**src/rtl/score_keeper_fsm_pkg.sv**
```systemverilog
`default_nettype none
// ============================================================================
// Package : score_keeper_fsm_pkg
// Brief   : Shared encodings for the score keeper: game state, winner codes
//           and the score ceiling.
// Rev     : 1.0
// ============================================================================
package score_keeper_fsm_pkg;

    typedef logic [7:0] score_t;

    localparam logic [0:0] c_ST_PLAY      = 1'b0;
    localparam logic [0:0] c_ST_GAME_OVER = 1'b1;

    localparam logic [1:0] c_WIN_NONE = 2'd0;
    localparam logic [1:0] c_WIN_P1   = 2'd1;
    localparam logic [1:0] c_WIN_P2   = 2'd2;

    localparam score_t c_SCORE_MAX = 8'd99;

endpackage : score_keeper_fsm_pkg
`default_nettype wire

```
**src/rtl/score_keeper_fsm_button_debouncer.sv**
```systemverilog
`default_nettype none
// ============================================================================
// Module : button_debouncer
// Brief  : 2-FF synchronizer plus hold-time filter; emits a one-cycle pulse
//          on each accepted rising level.
// Rev    : 1.0
// ============================================================================
module button_debouncer #(
    parameter int DEBOUNCE_CYCLES = 65536
) (
    input  logic clk_i,
    input  logic rst_i,
    input  logic btn_i,
    output logic pulse_o,
    output logic level_o
);

    localparam int CNT_W = (DEBOUNCE_CYCLES > 1) ? $clog2(DEBOUNCE_CYCLES) : 1;
    localparam logic [CNT_W-1:0] c_CNT_MAX = CNT_W'(DEBOUNCE_CYCLES - 1);

    logic             r_sync1;
    logic             r_sync2;
    logic             r_stable;
    logic             r_pulse;
    logic [CNT_W-1:0] r_cnt;

    always_ff @(posedge clk_i or posedge rst_i) begin
        if (rst_i) begin
            r_sync1  <= 1'b0;
            r_sync2  <= 1'b0;
            r_stable <= 1'b0;
            r_pulse  <= 1'b0;
            r_cnt    <= '0;
        end else begin
            r_sync1 <= btn_i;
            r_sync2 <= r_sync1;
            r_pulse <= 1'b0;
            if (r_sync2 != r_stable) begin
                if (r_cnt == c_CNT_MAX) begin
                    r_stable <= r_sync2;
                    r_cnt    <= '0;
                    // Only the press direction produces an event.
                    r_pulse  <= r_sync2;
                end else begin
                    r_cnt <= r_cnt + CNT_W'(1);
                end
            end else begin
                r_cnt <= '0;
            end
        end
    end

    assign pulse_o = r_pulse;
    assign level_o = r_stable;

endmodule : button_debouncer
`default_nettype wire

```
**src/rtl/score_keeper_fsm.sv**
```systemverilog
`default_nettype none
// ============================================================================
// Module : score_keeper_fsm
// Brief  : Debounced button front end, scoring rules, serve rotation, win
//          detection and single-level undo for a two-player game.
// Rev    : 1.0
// ============================================================================
module score_keeper_fsm
    import score_keeper_fsm_pkg::*;
#(
    parameter int WIN_SCORE       = 11,
    parameter int WIN_MARGIN      = 2,
    parameter int SERVE_SWAP      = 2,
    parameter int DEBOUNCE_CYCLES = 65536
) (
    input  logic       clk_i,
    input  logic       rst_i,
    input  logic       btn_p1_i,
    input  logic       btn_p2_i,
    input  logic       btn_undo_i,
    input  logic       btn_new_i,
    output logic [7:0] p1_score_o,
    output logic [7:0] p2_score_o,
    output logic       server_o,
    output logic [1:0] winner_o,
    output logic       state_o
);

    localparam int SC_W = (SERVE_SWAP > 1) ? $clog2(SERVE_SWAP) : 1;
    localparam logic [SC_W-1:0] c_SC_LAST  = SC_W'(SERVE_SWAP - 1);
    localparam score_t          c_DEUCE_AT = score_t'(WIN_SCORE - 1);
    localparam logic [8:0]      c_WIN_S9   = 9'(WIN_SCORE);
    localparam logic [8:0]      c_MARGIN9  = 9'(WIN_MARGIN);

    logic w_pulse_p1, w_pulse_p2, w_pulse_undo, w_pulse_new;

    button_debouncer #(.DEBOUNCE_CYCLES(DEBOUNCE_CYCLES)) u_db_p1 (
        .clk_i(clk_i), .rst_i(rst_i), .btn_i(btn_p1_i),   .pulse_o(w_pulse_p1),   .level_o());
    button_debouncer #(.DEBOUNCE_CYCLES(DEBOUNCE_CYCLES)) u_db_p2 (
        .clk_i(clk_i), .rst_i(rst_i), .btn_i(btn_p2_i),   .pulse_o(w_pulse_p2),   .level_o());
    button_debouncer #(.DEBOUNCE_CYCLES(DEBOUNCE_CYCLES)) u_db_undo (
        .clk_i(clk_i), .rst_i(rst_i), .btn_i(btn_undo_i), .pulse_o(w_pulse_undo), .level_o());
    button_debouncer #(.DEBOUNCE_CYCLES(DEBOUNCE_CYCLES)) u_db_new (
        .clk_i(clk_i), .rst_i(rst_i), .btn_i(btn_new_i),  .pulse_o(w_pulse_new),  .level_o());

    score_t          r_p1, r_p2, r_sv_p1, r_sv_p2;
    logic            r_server, r_sv_server, r_first_server, r_undo_valid;
    logic [SC_W-1:0] r_serve_cnt, r_sv_serve_cnt;
    logic [1:0]      r_winner;
    logic [0:0]      r_state;

    // Priority resolution: new > undo > p1 > p2, losers are discarded.
    logic w_ev_new, w_ev_undo, w_ev_p1, w_ev_p2, w_do_point;
    assign w_ev_new   = w_pulse_new;
    assign w_ev_undo  = w_pulse_undo & ~w_pulse_new;
    assign w_ev_p1    = w_pulse_p1 & ~w_pulse_undo & ~w_pulse_new;
    assign w_ev_p2    = w_pulse_p2 & ~w_pulse_p1 & ~w_pulse_undo & ~w_pulse_new;
    assign w_do_point = (r_state == c_ST_PLAY) &&
                        ((w_ev_p1 && (r_p1 != c_SCORE_MAX)) ||
                         (w_ev_p2 && (r_p2 != c_SCORE_MAX)));

    score_t     w_p1_next, w_p2_next;
    logic [1:0] w_win_next;
    logic       w_deuce;

    always_comb begin
        w_p1_next  = r_p1;
        w_p2_next  = r_p2;
        w_win_next = c_WIN_NONE;
        w_deuce    = (r_p1 >= c_DEUCE_AT) && (r_p2 >= c_DEUCE_AT);
        if (w_ev_p1) begin
            w_p1_next = r_p1 + 8'd1;
            if (({1'b0, w_p1_next} >= c_WIN_S9) &&
                ({1'b0, w_p1_next} >= ({1'b0, r_p2} + c_MARGIN9)))
                w_win_next = c_WIN_P1;
        end else begin
            w_p2_next = r_p2 + 8'd1;
            if (({1'b0, w_p2_next} >= c_WIN_S9) &&
                ({1'b0, w_p2_next} >= ({1'b0, r_p1} + c_MARGIN9)))
                w_win_next = c_WIN_P2;
        end
    end

    always_ff @(posedge clk_i or posedge rst_i) begin
        if (rst_i) begin
            r_p1           <= '0;
            r_p2           <= '0;
            r_server       <= 1'b0;
            r_first_server <= 1'b0;
            r_serve_cnt    <= '0;
            r_winner       <= c_WIN_NONE;
            r_state        <= c_ST_PLAY;
            r_undo_valid   <= 1'b0;
            r_sv_p1        <= '0;
            r_sv_p2        <= '0;
            r_sv_server    <= 1'b0;
            r_sv_serve_cnt <= '0;
        end else if (w_ev_new) begin
            r_p1           <= '0;
            r_p2           <= '0;
            r_winner       <= c_WIN_NONE;
            r_state        <= c_ST_PLAY;
            r_undo_valid   <= 1'b0;
            r_serve_cnt    <= '0;
            r_first_server <= ~r_first_server;
            r_server       <= ~r_first_server;
        end else if (w_ev_undo) begin
            if (r_undo_valid) begin
                r_p1         <= r_sv_p1;
                r_p2         <= r_sv_p2;
                r_server     <= r_sv_server;
                r_serve_cnt  <= r_sv_serve_cnt;
                r_undo_valid <= 1'b0;
                r_state      <= c_ST_PLAY;
                r_winner     <= c_WIN_NONE;
            end
        end else if (w_do_point) begin
            r_sv_p1        <= r_p1;
            r_sv_p2        <= r_p2;
            r_sv_server    <= r_server;
            r_sv_serve_cnt <= r_serve_cnt;
            r_undo_valid   <= 1'b1;
            r_p1           <= w_p1_next;
            r_p2           <= w_p2_next;
            if (w_deuce || (r_serve_cnt == c_SC_LAST)) begin
                r_server    <= ~r_server;
                r_serve_cnt <= '0;
            end else begin
                r_serve_cnt <= r_serve_cnt + SC_W'(1);
            end
            if (w_win_next != c_WIN_NONE) begin
                r_winner <= w_win_next;
                r_state  <= c_ST_GAME_OVER;
            end
        end
    end

    assign p1_score_o = r_p1;
    assign p2_score_o = r_p2;
    assign server_o   = r_server;
    assign winner_o   = r_winner;
    assign state_o    = r_state;

endmodule : score_keeper_fsm
`default_nettype wire

```
**config.mk**
```make
export PLATFORM = sky130hd
export DESIGN_NAME = score_keeper_fsm
export DESIGN_NICKNAME = d
export VERILOG_FILES = /design/src/rtl/score_keeper_fsm_pkg.sv /design/src/rtl/score_keeper_fsm_button_debouncer.sv /design/src/rtl/score_keeper_fsm.sv
export SDC_FILE = /design/constraint.sdc
export NUM_CORES = 1
export LEC_CHECK = 0
export CAP_MARGIN = 20
export CORE_UTILIZATION = 50
export DETAILED_ROUTE_END_ITERATION = 10
export PLACE_DENSITY = 0.77
export SYNTH_ARGS = -nofsm -noshare
export SYNTH_HDL_FRONTEND = slang
export SYNTH_SLANG_ARGS = --single-unit
```
**constraint.sdc**
```tcl
create_clock -name clk_i -period 9.05 [get_ports clk_i]
set_input_delay 1.81 -clock clk_i [delete_from_list [all_inputs] [get_ports clk_i]]
set_output_delay 1.81 -clock clk_i [all_outputs]
set_load 0.02 [all_outputs]
```
==> summary.txt, run 1 <==
Setup path
  – Crit-path max FO: 12
  – Critical path class: flip-flop to output port
  – Reg-to-reg endpoint: winner_o[0]$_DFFE_PP0P_
  – Number of cells on the worst reg-to-reg path: 11
  – Arrival time at the worst endpoint: between 1500 and 2000 ps
  – Delay-heaviest family, CP: buffers and inverters
  – Critical Path Stages: 1
  – WP data required: just over 7000 ps
  – Slowest-stage cell, CP: clkdlybuf4s50_1
  – Slack of the worst reg-to-reg path: 5990 ps
  – Worst path cell trace: clkdlybuf4s50_1
  – Worst r2r src: p2_score_o[1]$_DFFE_PP0P_
  – Startpoint types: flip-flop
  – Critical Path Source: p1_score_o[3]$_DFFE_PP0P_
  – CP max stage delay: 690 ps
  – Crit end category: output port
  – CP Buf/Inv Count: 1

Power
  – Leak: 3.20 nW
  – VDD IR max: 125 uV
  – Internal Pwr Total: just under 1 mW
  – Sequential share of power: 45.6%
  – Sw Ratio: a little over a fifth
  – Clock power frac: a little over half
  – PwrDens: between 150 and 200 nW/um^2
  – Pwr Total: about 1.2 mW
  – Sw power: around 0.25 mW
  – Combinational share of power: around 2.3%

CTS
  – Sink Count: between 100 and 150
  – Post-CTS Resized: 0
  – H-tree levels: 4
  – Postcts setup bufs: 0
  – Worst-Skew Late Latency: between 400 and 500 ps
  – Clock Path Buffers: 2
  – Root Driver: clkbuf_16
  – Num CTS Buffers: 17
  – CTS clk-pin slew, worst paths: about 50 ps
  – Hold_buf cts: 0
  – CTS tree: yes

Floorplan
  – Full die area: about 13,000 sq um
  – Io pins: 26
  – Die Y: around 110 microns
  – Core ar.: roughly 12,000 sq um
  – Die width: about 110 microns
  – Initial Utilization: about half
  – # rows: 40

STA
  – F_max: between 0.2 and 0.3 GHz
  – Setup TNS: 0 ps
  – Final worst setup slack: approximately 5600 ps
  – Unrepaired setup endpoints after global routing: false
  – Worst-margin pin slew: a little over 800 ps
  – Worst hold margin: 346 ps
  – Final hold viol count: 0
  – Final Skew: about 6.3 ps
  – Slew margin rel.: a little under half
  – Crit share post-route: approximately two fifths
  – Fin crit period: around 3500 ps
  – Fin. max-slew vios: 0
  – Final Setup Violations: 0

Yosys
  – Yosys warns: 0
  – Synthesized area: roughly 6000 sq um
  – Mapped Cells: approximately 600
  – Seq cells post-synth: between 100 and 150
  – Fraction of the yosys area taken by sequential cells: between 40% and 50%
  – Ys async rst share: 100%
  – Top_reg_cell synth: dfrtp_1
  – Synth top area cells: dfrtp_1 (49%), xnor2_1 (6.1%), nor2_1 (6.0%), xor2_1 (5.4%), ha_1 (4.7%)
  – Syn_nets: 645
  – Cell taking the most area after synthesis: dfrtp_1
  – Synth top area share: 49.1%
  – EDFF count, synth: 0
  – Syn Area/Cell: between 10 and 15 sq um
  – Unique cell type count in the Yosys netlist: between 50 and 60

Run
  – Max-cap violations: 0

Global routing
  – Largest net degree at the start of global routing: between 80 and 90
  – First-pass GRT wire length: approximately 21,000 microns
  – Overall Global Routing Usage: 21.3%
  – GR Overflow Total: 0
  – Initial antenna violation count: 0
  – Vias in the first global route: about 4,600

Routing
  – DRC viols: 0
  – Detail Route Antenna Nets: 0
  – WL/cell: between 15 and 20 microns
  – Via count: roughly 4,500
  – Routed wire length: around 12,000 microns
  – Vias per cell: 5.68
  – TritonRoute pass-1 iters: 5
  – Starting DRT DRC Count: 219

Min path
  – Worst hold-check path type: flip-flop to flip-flop
  – Hold endpoint: u_db_undo.r_sync2$_DFF_PP0_
  – Hold Startpoint: u_db_undo.r_sync1$_DFF_PP0_
  – Worst hold stages: 0

Placement
  – Routability cong.: 0.888
  – Post-place setup slack: about 5300 ps
  – Inst Count DP: 764
  – PortBufs: 25
  – Placed wire-length estimate: about 8200 microns

Layout
  – Fillers: around 1,000
  – N_diodes: 0
  – Area of the multi-input gates: around 3000 sq um
  – Storage cell area: 3030 sq um
  – Fraction of layout cells with a size suffix above 1: under 10%
  – Layout area overhead: 14.9%
  – Nets@finish: 667
  – Final std cells w/o fill: approximately 800

Status
  – Status: completed
## how the worst max path moves through the flow
stage                                      endpoint  slack (ps)
after global routing                  p1_score_o[3]        5470
after floorplan           p1_score_o[0]$_DFFE_PP0P_        4030
after global placement       r_sv_p1[2]$_DFFE_PP0P_        5400
final                                 p1_score_o[3]        5560
after detailed placement  p1_score_o[2]$_DFFE_PP0P_        5340
after CTS                             p1_score_o[3]        5560
## per-stage QoR
stage	area [sq um]	util, %
global route	7090	59.0
CTS	7050	58.7
global placement	6500	54.1
finish	7090	59.0
detailed placement	6500	54.1
floorplan	6170	-
## cells in the mapped netlist, types with 2 or more instances
library cell / n
a211oi_1: 2
a21o_1: 4
a21oi_1: 14
a31o_2: 2
a31oi_1: 4
a41oi_1: 2
and3_1: 14
and4_1: 8
buf_2: 7
clkbuf_1: 16
dfrtp_1: 121
ha_1: 23
inv_1: 23
mux2_2: 18
mux2i_1: 6
nand2_1: 38
nand2b_1: 2
nand3_1: 36
nand4_1: 15
nor2_1: 98
nor2b_1: 3
nor3_1: 3
nor3b_1: 5
nor4_1: 6
o21a_1: 5
o21ai_0: 20
o22ai_1: 2
o31ai_1: 11
or3_1: 4
xnor2_1: 43
xor2_1: 38
## routing by layer
metal / GRT usage [%] / up-vias / share of wire (%)
met3: 5.95 / 20 / 4.0
met4: 7.81 / 0 / 1.8
met5: 0 / - / 0
met2: 36.0 / 82 / 52
met1: 26.1 / 2251 / 43
li1: - / 2171 / -
## logic make-up (layout without fill, tap and decap cells)
group           Yosys count  count (layout)  share of synthesized area (%)
buf+inv                  49              82                           3.31
mux                      24              24                           4.26
fa+ha+maj                23              23                           4.67
flops                   121             121                           49.1
xor+xnor                 81              81                           11.5
compound gates           78              78                           8.40
simple gates            240             240                           18.8
## state kept, by name (all words and copies together), names as in the netlist, 2 cells and up
| name | flops |
|---|---|
| p1_score_o | 8 |
| p2_score_o | 8 |
| r_sv_p1 | 8 |
| r_sv_p2 | 8 |
| u_db_new.r_cnt | 16 |
| u_db_p1.r_cnt | 16 |
| u_db_p2.r_cnt | 16 |
| u_db_undo.r_cnt | 16 |
| winner_o | 2 |
## placed cells by master (no fill, tap or decap), types with 15 or more instances in the layout
cell             count
dfrtp_1            121
nor2_1              98
xnor2_1             43
nand2_1             38
xor2_1              38
nand3_1             36
clkdlybuf4s50_1     25
ha_1                23
inv_1               22
o21ai_0             20
mux2_2              18
clkbuf_16           17
nand4_1             15
## power by group through the flow
| stage | Clock, mW | Sequential [mW] | Combinational, mW |
|---|---|---|---|
| final | 0.635 | 0.555 | 0.0278 |
| after global routing | 0.666 | 0.555 | 0.0328 |
| after detailed placement | 0 | 0.564 | 0.0273 |
| after CTS | 0.643 | 0.555 | 0.0275 |
| after floorplan | 0 | 0.562 | 0.0194 |
| after global placement | 0 | 0.563 | 0.0261 |
## layout make-up
cell class / count / area share (%)
clock buffers: 21 / 6.36
inverters: 23 / 1.25
well taps: 147 / 2.60
clock inverters: 9 / 1.43
multi-input cells: 446 / 41.4
repair buffers: 29 / 4.24
flip-flops and latches: 121 / 42.7
(Power assumes the default switching activity.)
==> run 2: changes to the inputs <==
- PLACE_DENSITY: 0.77 -> 0.79
- clock period: 9.05 -> 2.9 ns (I/O delays scaled with it)
==> run 2 against run 1 <==
  * Flip-flop and latch count stayed put
  * Clock power grew to 3.5 times the previous value
  * Global-route usage is 1.2 points higher
  * Design area is 2.9% higher
  * Wire length is 4.5% higher
  * Count of clock-buffer cells in the layout is 2 higher
  * Critical endpoint is now winner_o[0]$_DFFE_PP0P_
==> summary.txt, run 2 (synthesis results as in run 1) <==
Status
  – Status: completed

STA
  – Final worst setup slack: between 150 and 200 ps
  – Slew margin rel.: a little over 50%
  – Fin crit period: approximately 2700 ps
  – Final hold viol count: 0
  – Worst hold margin: between 300 and 400 ps
  – Final Setup Violations: 0
  – Worst-margin pin slew: 725 ps
  – Unrepaired setup endpoints after global routing: false
  – Crit share post-route: 93.3%
  – Setup TNS: 0 ps
  – Final Skew: between 6 and 7 ps
  – Fin. max-slew vios: 0
  – F_max: roughly 0.37 GHz

Routing
  – Detail Route Antenna Nets: 0
  – Routed wire length: around 13,000 microns
  – Via count: approximately 4,700
  – DRC viols: 0
  – Starting DRT DRC Count: ~250
  – Vias per cell: a little under 6
  – WL/cell: around 16 microns
  – TritonRoute pass-1 iters: 5

Global routing
  – Vias in the first global route: just under 5,000
  – Largest net degree at the start of global routing: 40
  – GR Overflow Total: 0
  – Overall Global Routing Usage: between 20 and 25%
  – First-pass GRT wire length: 22,500 microns
  – Initial antenna violation count: 0

Setup path
  – WP data required: between 3000 and 4000 ps
  – Slack of the worst reg-to-reg path: 190 ps
  – Slowest-stage cell, CP: dfrtp_1
  – Reg-to-reg endpoint: winner_o[0]$_DFFE_PP0P_
  – CP max stage delay: 380 ps
  – CP Buf/Inv Count: 2
  – Number of cells on the worst reg-to-reg path: 11
  – Crit end category: flip-flop
  – Worst r2r src: p2_score_o[1]$_DFFE_PP0P_
  – Arrival time at the worst endpoint: 3010 ps
  – Crit-path max FO: 8
  – Worst path cell trace: buf_4, ha_1, xnor2_1, inv_1, ha_1, a21o_1, a31o_2, a41oi_2, a211oi_1, o211ai_1, a31o_2
  – Critical path class: flip-flop to flip-flop
  – Startpoint types: flip-flop
  – Delay-heaviest family, CP: compound AO/OA/AOI/OAI gates

Layout
  – Nets@finish: around 680
  – N_diodes: 0
  – Commonest non-fill, non-tap cells in the layout: dfrtp_1 (120), nor2_1 (97), xnor2_1 (42)
  – Fraction of layout cells with a size suffix above 1: 11.6%
  – Most common cell after layout, fill and taps aside: dfrtp_1
  – Layout area overhead: 18.2%
  – Final std cells w/o fill: 810
  – Fillers: 960
  – Design area: roughly 7300 sq um
  – Utilization after layout: roughly three fifths

Floorplan
  – Io pins: 26
  – Initial Utilization: approximately half
  – Full die area: 12,800 sq um
  – # rows: 40
  – Die width: between 100 and 150 microns
  – Die Y: approximately 110 microns
  – Core ar.: about 12,000 sq um

CTS
  – Clock Path Buffers: 2
  – Num CTS Buffers: 17
  – Sink Count: between 100 and 150
  – H-tree levels: 4
  – Worst-Skew Late Latency: 420 ps
  – Postcts setup bufs: 0
  – CTS tree: yes
  – Hold_buf cts: 0
  – Root Driver: clkbuf_16
  – CTS clk-pin slew, worst paths: approximately 50 ps

Min path
  – Worst hold-check path type: flip-flop to flip-flop
  – Hold Startpoint: u_db_undo.r_sync1$_DFF_PP0_
  – Hold endpoint: u_db_undo.r_sync2$_DFF_PP0_
  – Worst hold stages: 0

Power
  – Leak: roughly 3.3 nW
  – VDD IR max: 544 uV
  – Pwr Total: approximately 4.0 mW
  – PwrDens: 551 nW/um^2

Placement
  – Routability cong.: 0.876
  – Inst Count DP: roughly 780
  – Post-place setup slack: between 100 and 150 ps
  – Dpl cell area: 6630 sq um
  – Placed wire-length estimate: between 8000 and 9000 microns
  – PortBufs: 25

Run
  – Max-cap violations: 0
[run 2: cell count changes in the layout (fill, tap and decap cells not counted), moves of 2 or more]
cell,change
clkinv_2,-4
clkbuf_8,+3
buf_4,+11
clkinv_4,+2
buf_12,+2
[run 2: how the worst max path moves through the flow]
stage / startpoint / to / slack (ps) / cells past startpoint
3_3_place_gp: p2_score_o[1]$_DFFE_PP0P_ / winner_o[0]$_DFFE_PP0P_ / 360 / 11
5_1_grt: p2_score_o[1]$_DFFE_PP0P_ / winner_o[1]$_DFFE_PP0P_ / 20 / 11
2_1_floorplan: p2_score_o[2]$_DFFE_PP0P_ / winner_o[0]$_DFFE_PP0P_ / 170 / 11
6_report: p2_score_o[1]$_DFFE_PP0P_ / winner_o[0]$_DFFE_PP0P_ / 190 / 11
3_5_place_dp: p2_score_o[2]$_DFFE_PP0P_ / winner_o[0]$_DFFE_PP0P_ / 150 / 11
4_1_cts: p2_score_o[2]$_DFFE_PP0P_ / winner_o[0]$_DFFE_PP0P_ / 130 / 11
[run 2: repair_timing]
item / 4_1_cts / 5_1_grt
endpoints found under the setup margin: 0 / 3
endpoints found under the hold margin: 0 / 0
gates resized for setup: 0 / 7
[run 2: per-layer routing]
layer	global-route usage [%]	share of wire, %	vias up
li1	-	-	2199
met1	26.8	42	2323
met2	37.5	51	116
met3	6.86	4.9	34
met4	10.2	2.2	0
met5	0	0	-
[run 2: cell type report]
class                      count  area (sq um)  share of cell area, %
clock buffer                  23           488                   6.69
clock inverter                 9           138                   1.89
inverter                      23          90.1                   1.24
multi-input combinational    446          2970                   40.7
sequential                   121          3030                   41.5
tap                          147           184                   2.52
timing repair buffer          41           395                   5.42
[run 2: worst register-to-register path, delay by kind of cell, from the launching register on]
kind                       cells  cell delay [ps]
adders and majority gates      2              530
AOI/OAI and AO/OA              6             1170
xor gates and xnor gates       1              230
buffers and inverters          2              280
DFF                            1              380
[run 2: power breakdown]
part / internal (mW) / leakage (nW) / switching (mW) / total (mW)
Sequential: 1.71 / 1.66 / 0.0205 / 1.73
Clock: 1.45 / 0.304 / 0.752 / 2.20
Combinational: 0.0294 / 1.33 / 0.0606 / 0.0901
Total: 3.19 / 3.29 / 0.833 / 4.02
